===== config.mk =====
export PLATFORM = sky130hd
export DESIGN_NAME = bit_serial_adder
export DESIGN_NICKNAME = d
export VERILOG_FILES = /design/src/rtl/bit_serial_adder.sv
export SDC_FILE = /design/constraint.sdc
export NUM_CORES = 1
export LEC_CHECK = 0
export ABC_AREA = 1
export CORE_ASPECT_RATIO = 1.25
export CORE_UTILIZATION = 45
export DETAILED_ROUTE_END_ITERATION = 8
export PLACE_DENSITY_LB_ADDON = 0.05
export SLEW_MARGIN = 40
export SYNTH_ARGS = -nofsm -noshare
export SYNTH_HDL_FRONTEND = slang
export SYNTH_SLANG_ARGS = --single-unit
export TNS_END_PERCENT = 1

===== constraint.sdc =====
create_clock -name clk_i -period 1.36 [get_ports clk_i]
set_input_delay 0.204 -clock clk_i [delete_from_list [all_inputs] [get_ports clk_i]]
set_output_delay 0.204 -clock clk_i [all_outputs]
set_load 0.01 [all_outputs]

===== src/rtl/bit_serial_adder.sv =====
// bit_serial_adder: adds or subtracts two WIDTH-bit operands with a single
// full-adder slice. The slice is reused once per cycle, working LSB first.
// A start/done handshake frames each operation. The sum, cout and ovf
// registers update only when an operation completes.
module bit_serial_adder #(
    parameter int WIDTH = 8
) (
    input  logic             clk_i,
    input  logic             rst_ni,
    input  logic             start_i,
    input  logic             sub_i,
    input  logic [WIDTH-1:0] a_i,
    input  logic [WIDTH-1:0] b_i,
    input  logic             cin_i,
    output logic             busy_o,
    output logic             done_o,
    output logic [WIDTH-1:0] sum_o,
    output logic             cout_o,
    output logic             ovf_o
);

    localparam int            CW       = $clog2(WIDTH + 1);
    localparam logic [CW-1:0] LAST_BIT = CW'(WIDTH - 1);

    typedef enum logic [1:0] {
        IDLE = 2'd0,
        RUN  = 2'd1,
        DONE = 2'd2
    } state_e;

    state_e state_q, state_d;

    logic [WIDTH-1:0] opA_q, opA_d;
    logic [WIDTH-1:0] opB_q, opB_d;
    logic [WIDTH-1:0] res_q, res_d;
    logic [WIDTH-1:0] sum_q, sum_d;
    logic             carry_q, carry_d;
    logic             cout_q, cout_d;
    logic             ovf_q, ovf_d;
    logic [CW-1:0]    cnt_q, cnt_d;

    logic             aBit, bBit, sBit, cBit, lastBit;
    logic [WIDTH:0]   resWide;

    // The shared full-adder slice sees the operand LSBs and the carry flop.
    assign aBit    = opA_q[0];
    assign bBit    = opB_q[0];
    assign sBit    = aBit ^ bBit ^ carry_q;
    assign cBit    = (aBit & bBit) | ((aBit ^ bBit) & carry_q);
    assign lastBit = (cnt_q == LAST_BIT);
    // Prepending the new bit and shifting right works even when WIDTH is 1.
    assign resWide = {sBit, res_q} >> 1;

    assign sum_o  = sum_q;
    assign cout_o = cout_q;
    assign ovf_o  = ovf_q;

    // State register; reset returns to IDLE, which aborts any operation in flight.
    always_ff @(posedge clk_i) begin
        if (!rst_ni) begin
            state_q <= IDLE;
        end else begin
            state_q <= state_d;
        end
    end

    // Next-state logic: accept in IDLE, run WIDTH bit steps, pulse DONE once.
    always_comb begin
        state_d = state_q;
        case (state_q)
            IDLE:    if (start_i) state_d = RUN;
            RUN:     if (lastBit) state_d = DONE;
            DONE:    state_d = IDLE;
            default: state_d = IDLE;
        endcase
    end

    // Output decode: busy and done come straight from the state, so they never overlap.
    always_comb begin
        busy_o = 1'b0;
        done_o = 1'b0;
        case (state_q)
            RUN:     busy_o = 1'b1;
            DONE:    done_o = 1'b1;
            default: ;
        endcase
    end

    // Datapath next state: latch operands on accept, then run one adder step per RUN cycle.
    always_comb begin
        opA_d   = opA_q;
        opB_d   = opB_q;
        res_d   = res_q;
        carry_d = carry_q;
        cnt_d   = cnt_q;
        sum_d   = sum_q;
        cout_d  = cout_q;
        ovf_d   = ovf_q;
        case (state_q)
            IDLE: begin
                if (start_i) begin
                    opA_d   = a_i;
                    opB_d   = sub_i ? ~b_i : b_i;
                    carry_d = sub_i ? 1'b1 : cin_i;
                    res_d   = '0;
                    cnt_d   = '0;
                end
            end
            RUN: begin
                opA_d   = opA_q >> 1;
                opB_d   = opB_q >> 1;
                res_d   = resWide[WIDTH-1:0];
                carry_d = cBit;
                cnt_d   = cnt_q + CW'(1);
                if (lastBit) begin
                    // carry_q is the carry into the MSB at this step, so ovf
                    // comes from it and the carry out.
                    sum_d  = resWide[WIDTH-1:0];
                    cout_d = cBit;
                    ovf_d  = carry_q ^ cBit;
                end
            end
            default: ;
        endcase
    end

    // Datapath and result registers, all cleared by reset.
    always_ff @(posedge clk_i) begin
        if (!rst_ni) begin
            opA_q   <= '0;
            opB_q   <= '0;
            res_q   <= '0;
            carry_q <= 1'b0;
            cnt_q   <= '0;
            sum_q   <= '0;
            cout_q  <= 1'b0;
            ovf_q   <= 1'b0;
        end else begin
            opA_q   <= opA_d;
            opB_q   <= opB_d;
            res_q   <= res_d;
            carry_q <= carry_d;
            cnt_q   <= cnt_d;
            sum_q   <= sum_d;
            cout_q  <= cout_d;
            ovf_q   <= ovf_d;
        end
    end

endmodule


==> flow_metrics.tcl, run 1 <==
set metrics [dict create \
    status "complete, no violations" \
    wl_per_cell_um 11.03 \
    synthSimpleGateAreaFrac_pct 37.69 \
    place.gp.congestion 0.8127 \
    report.final.setup_viol 0 \
    clk_latency_ns 0.29 \
    synth_edf_count 0 \
    r2r_cells 7 \
    power_switching_share_pct 23.08 \
    endpoint_kind "primary output" \
    vias 1789 \
    async_flop_share_pct 0 \
    clkSinkCount 40 \
    internal_power_mw 2.115 \
    clockPowerShare_pct 41.2 \
    portBuffers 32 \
    use_met3_pct 5.282 \
    grt_use_met2_pct 35.86 \
    fin_crit_sh_pct 94.52 \
    postCtsHoldBufs 0 \
    crit_fanout 4 \
    coreArea_um2 3847 \
    grt_use_total_pct 22.08 \
    cts_tree "done" \
    placed_area_um2 2318 \
    yosysSeqAreaShare_pct 43.78 \
    crit_path_end "done_o" \
    die_area_um2 4326 \
    dieWidth_um 59.03 \
    stdcell_area_um2 2434 \
    ios 33 \
    cts_buffers 5 \
    root_buffer "clkbuf_8" \
    worstReg2RegEnd "carry_q" \
    synthXorXnorAreaFrac_pct 0.9576 \
    dp_hpwl_um 2834 \
    grt_pass1_vias 1642 \
    yosys-top-cells-count "89 x nand2_1, 40 x dfxtp_1, 40 x nand3_1" \
    drt-initial-drc-count 69 \
    setup.worst_path.start_class "register" \
    htreeDepth 2 \
    hold_path_class "in -> reg" \
    synth_top_cell_by_area "dfxtp_1" \
    cts_buffer_depth 2 \
    ir_worst_vdd_mv 0.6681 \
    drc 0 \
    yosys_register_bits 40 \
    synthCells 274 \
    clkTransAtPathRegs_ns 0.07 \
    switchingPower_uw 634.4 \
    syn_nets 297 \
    worstPathArrival_ns 1.08 \
    worst_ep_required_time_ns 1.16 \
    drv_cap 0 \
    fill_cells 399 \
    regArea_um2 802.0 \
    postRouteAntennaNets 0 \
    synth_ff_type "dfxtp_1" \
    synth_adder_area_share_pct 1.778 \
    crit_start "state_q[1]" \
    grt_max_degree 28 \
    antenna_found_initial 0 \
    worst_slew_margin_rel_pct 85.81 \
    use_met1_pct 27.35 \
    netlist_area_um2 1829 \
    power_density_nw_per_um2 1130 \
    tightest_slew_ns 0.2123 \
    synth_cell_types 21 \
    synth_top_family_by_area "simple AND/OR/NAND/NOR gates" \
    hold_viol 0 \
    worst-r2r-setup-slack_ns 0.09 \
    start_util_pct 47.54 \
    rows 25 \
    p_leak_nw 1.135 \
    syn_area_per_cell_um2 6.676 \
    yosysMostFrequentCell "nand2_1" \
    finClkSkew_ns 0.006659 \
    worstReg2RegStart "state_q[1]" \
    fin_nets 341 \
    drive_gt1_share_pct 9.748 \
    rsz0062_at_grt "no" \
    seq_power_share_pct 45.2 \
    n_antenna_cell 0 \
    busiest_layer "met2" \
    yosys-mux-area-fraction_pct 0 \
    tns_ns 0 \
    wl_um 4103 \
    worst-setup-path-type "reg -> out" \
    multiInputGateArea_um2 869.6 \
    viasPerCell 4.809 \
    die_height_um 73.29 \
    yosys-top-cells-area "dfxtp_1 44%, nand2_1 18%, nand3_1 11%" \
    firstDrtPassIters 4 \
    yosys_warnings 0 \
    combPwrFrac_pct 13.7 \
    syn2layout_area_growth_pct 33.04 \
    grt_pass1_wl_um 7189 \
    synth-compound-area-share_pct 7.114 \
    max_freq_ghz 0.7779 \
    period_needed_ns 1.286 \
    synth_top_area_share_pct 43.78 \
    overflow 0 \
    finalMaxSlewViolations 0 \
]
## cells in the final DEF, fill, tap and decap left out, drive strengths merged
master,instances
nand2,91
a21oi,21
nand3,40
o21ai,5
xor2,1
buf,17
inv,23
clkbuf,6
clkinv,2
xnor2,1
dlygate4sd2,11
dfxtp,40
nor2,36
bufinv,2
ha,1
clkdlybuf4s50,20
fa,1
## registers in the layout, summed over array words and instances, names as in the netlist
register and cells:
state_q 2, ovf_o 1, opA_q 8, carry_q 1
sum_o 8, opB_q 8, cout_o 1, cnt_q 4
res_q 7
## worst max-delay path, cell delays in order, from the launching register on
cell and delay (ns):
dfxtp_2 0.35, inv_2 0.07, nor2_1 0.09, dlygate4sd2_1 0.28
## through the flow
step / setup slack, ns / utilization (%) / total power [mW] / hold WS, ns / std cells
after floorplan: 0.2068 / - / 1.472 / 0.3150 / 274
after global placement: -0.01604 / 60.26 / 1.640 / 0.4503 / 365
after detailed placement: -0.06037 / 60.26 / 1.643 / 0.4544 / 365
after CTS: -0.01796 / 63.25 / 2.769 / 0.4518 / 372
after global routing: 0.001326 / 63.25 / 2.885 / 0.4734 / 372
final: 0.07449 / 63.25 / 2.749 / 0.4580 / 372
## worst min path at each step
stage	startpoint	endpoint	slack (ns)	depth (start not counted)
6_report	a_i[7]	opA_q[7]	0.46	3
5_1_grt	sum_o[1]	sum_o[1]	0.47	2
3_5_place_dp	sum_o[1]	sum_o[1]	0.45	2
4_1_cts	a_i[7]	opA_q[7]	0.45	3
2_1_floorplan	rst_ni	state_q[1]	0.31	2
3_3_place_gp	sum_o[2]	sum_o[2]	0.45	2
## layout make-up
type,instances,share of cell area (%)
inverters,25,3.907
multi-input cells,197,35.73
clock inverters,2,2.468
repair buffers,49,19.33
clock buffers,5,2.828
well taps,54,2.776
flip-flops and latches,40,32.96
## routing by layer
metal	vias up	share of wire, %
met4	0	2.2
li1	947	-
met5	-	0
met2	40	46
met3	9	3.2
met1	793	48
## repair_timing
item,in CTS,in global routing
setup endpoints to repair,12,2
endpoints found under the hold margin,0,0
pin swaps,0,0
resized for setup,13,3
buffers inserted,0,0
## power groups by stage
stage | sequential, mW | clock (mW) | combinational, mW
final | 1.24 | 1.13 | 0.375
after CTS | 1.24 | 1.15 | 0.377
after global placement | 1.27 | 0 | 0.372
after floorplan | 1.26 | 0 | 0.207
after detailed placement | 1.27 | 0 | 0.376
after global routing | 1.25 | 1.22 | 0.423
## cells by family after synthesis
group	Yosys count
AO/OA/AOI/OAI	26
XOR/XNOR	2
adder cells (fa/ha/maj)	2
buffers and inverters	37
flip-flops	40
AND/OR/NAND/NOR	167
Note: power is estimated with default switching activity, not from simulation.
==> run 2: changes to the inputs <==
- SKIP_CTS_REPAIR_TIMING: not set -> 1
==> run 2 against run 1 <==
  * Cell area up 2.4%
  * Worst setup slack worse by 0.022 ns
  * Worst hold slack hardly changed
  * Combinational power rose by 2%
  * Wire length rose by 0.39%
  * First-iteration DRC count up 20%
  * Global-route usage stayed put
  * Non-clock buffer count is the same
  * Final cell count unchanged
  * Fmax is 1.7% lower
  * Register-to-register slack gained 0.04 ns
  * Clock power is essentially flat
==> flow_metrics.tcl, run 2 (synthesis results as in run 1) <==
set metrics [dict create \
    internal_power_mw 2.120 \
    grt_pass1_vias 1638 \
    wl_um 4119 \
    finalMaxSlewViolations 0 \
    max_freq_ghz 0.7650 \
    dp_hpwl_um 2834 \
    grt_use_met2_pct 35.98 \
    postRouteAntennaNets 0 \
    htreeDepth 2 \
    rsz0062_at_grt "yes" \
    busiest_layer "met2" \
    final_cell_mix "88 x nand2_1, 40 x nand3_1, 40 x dfxtp_1, 35 x nor2_1, 22 x inv_1" \
    r2r_cells 7 \
    fin_nets 341 \
    worst-setup-path-type "reg -> out" \
    grt_max_degree 28 \
    pre_cts_slack_ns -0.06037 \
    crit_fanout 4 \
    hold_path_class "in -> reg" \
    worstReg2RegStart "state_q[1]" \
    n_antenna_cell 0 \
    drt-initial-drc-count 83 \
    power_density_nw_per_um2 1107 \
    setup.worst_path.start_class "register" \
    portBuffers 32 \
    stdcell_area_um2 2491 \
    finClkSkew_ns 0.008186 \
    grt_pass1_wl_um 7182 \
    place.gp.congestion 0.8127 \
    path_cells "inv_2, nand2_4, clkinv_2, dlymetal6s2s_1" \
    cp_slowest_stage_delay_ns 0.38 \
    clk_latency_ns 0.30 \
    hold_viol 0 \
    cts_tree "done" \
    syn2layout_area_growth_pct 36.18 \
    use_met1_pct 27.24 \
    cts_buffers 5 \
    report.final.setup_viol 0 \
    overflow 0 \
    placed_area_um2 2318 \
    whs_ns 0.4581 \
    die_height_um 73.29 \
    seq_power_share_pct 45.0 \
    viasPerCell 4.780 \
    path_delay_family "flip-flops" \
    drc 0 \
    firstDrtPassIters 4 \
    worst_slew_margin_rel_pct 86.39 \
    fin_ws_ns 0.05281 \
    drv_cap 0 \
    vias 1778 \
    start_util_pct 47.54 \
    worst-r2r-setup-slack_ns 0.13 \
    hold_end "opA_q[7]" \
    hold-path-cell-count 3 \
    slowest_stage "dfxtp_1" \
    antenna_found_initial 0 \
    period_needed_ns 1.307 \
    clkTransAtPathRegs_ns 0.07 \
    wl_per_cell_um 11.07 \
    power_switching_share_pct 23.14 \
    combPwrFrac_pct 13.8 \
    final_common_cell "nand2_1" \
    coreArea_um2 3847 \
    endpoint_kind "primary output" \
    drive_gt1_share_pct 9.434 \
    worstReg2RegEnd "opB_q[3]" \
    root_buffer "clkbuf_8" \
    ir_worst_vdd_mv 0.6706 \
    dieWidth_um 59.03 \
    ios 33 \
    die_area_um2 4326 \
    rows 25 \
    cts_buffer_depth 2 \
    p_leak_nw 1.303 \
    clockPowerShare_pct 41.2 \
    worstPathArrival_ns 1.10 \
    switchingPower_uw 638.5 \
    cp.buffers_inverters 3 \
    hold_start "a_i[7]" \
    use_met3_pct 5.282 \
    tightest_slew_ns 0.2037 \
    status "complete, no violations" \
    grt_use_total_pct 22.08 \
    worst_ep_required_time_ns 1.16 \
    clkSinkCount 40 \
    fin_crit_sh_pct 96.12 \
]
[run 2: how the worst max path moves through the flow]
stage / start / end / slack [ns] / cells after the start
after detailed placement: start_i / opB_q[3] / -0.06 / 7
final: state_q[1] / busy_o / 0.05 / 4
after CTS: state_q[1] / busy_o / -0.27 / 4
after global placement: start_i / opB_q[0] / -0.02 / 7
after floorplan: opA_q[0] / ovf_o / 0.21 / 5
after global routing: state_q[1] / busy_o / -0.005 / 4
[run 2: cell type report]
| type | count | area [um2] |
|---|---|---|
| fill | 372 | 1356 |
| multi-input combinational | 197 | 872.1 |
| sequential | 40 | 800.8 |
| timing repair buffer | 49 | 526.8 |
| inverter | 25 | 95.09 |
| clock buffer | 5 | 68.82 |
| tap | 54 | 67.56 |
| clock inverter | 2 | 60.06 |
[run 2: per-layer routing]
metal  up-vias  wire length (um)
met3         9               140
met4         0                91
met5         -                 0
met2        39              1890
li1        946                 -
met1       784              1997
[run 2: worst reg2reg max path: cells and delay by family, from the launching register on]
kind                   cells  cell delay, ns
buffers and inverters      2            0.32
DFF                        1            0.34
and+or+nand+nor            5            0.48
[run 2: per-stage QoR]
step	TNS, ns	instances	util (%)	power [mW]
final	0	372	64.75	2.759
after detailed placement	-0.2568	365	60.26	1.643
after CTS	-0.6143	372	63.61	2.771
after floorplan	0	274	-	1.472
after global placement	-0.05605	365	60.26	1.640
after global routing	-0.004815	372	64.75	2.892
[run 2: power groups by stage]
stage          Combinational [mW]  Clock [mW]  Sequential [mW]
4_1_cts                     0.379        1.15             1.24
2_1_floorplan               0.207           0             1.26
6_report                    0.381        1.14             1.24
3_5_place_dp                0.376           0             1.27
3_3_place_gp                0.372           0             1.27
5_1_grt                     0.430        1.22             1.25
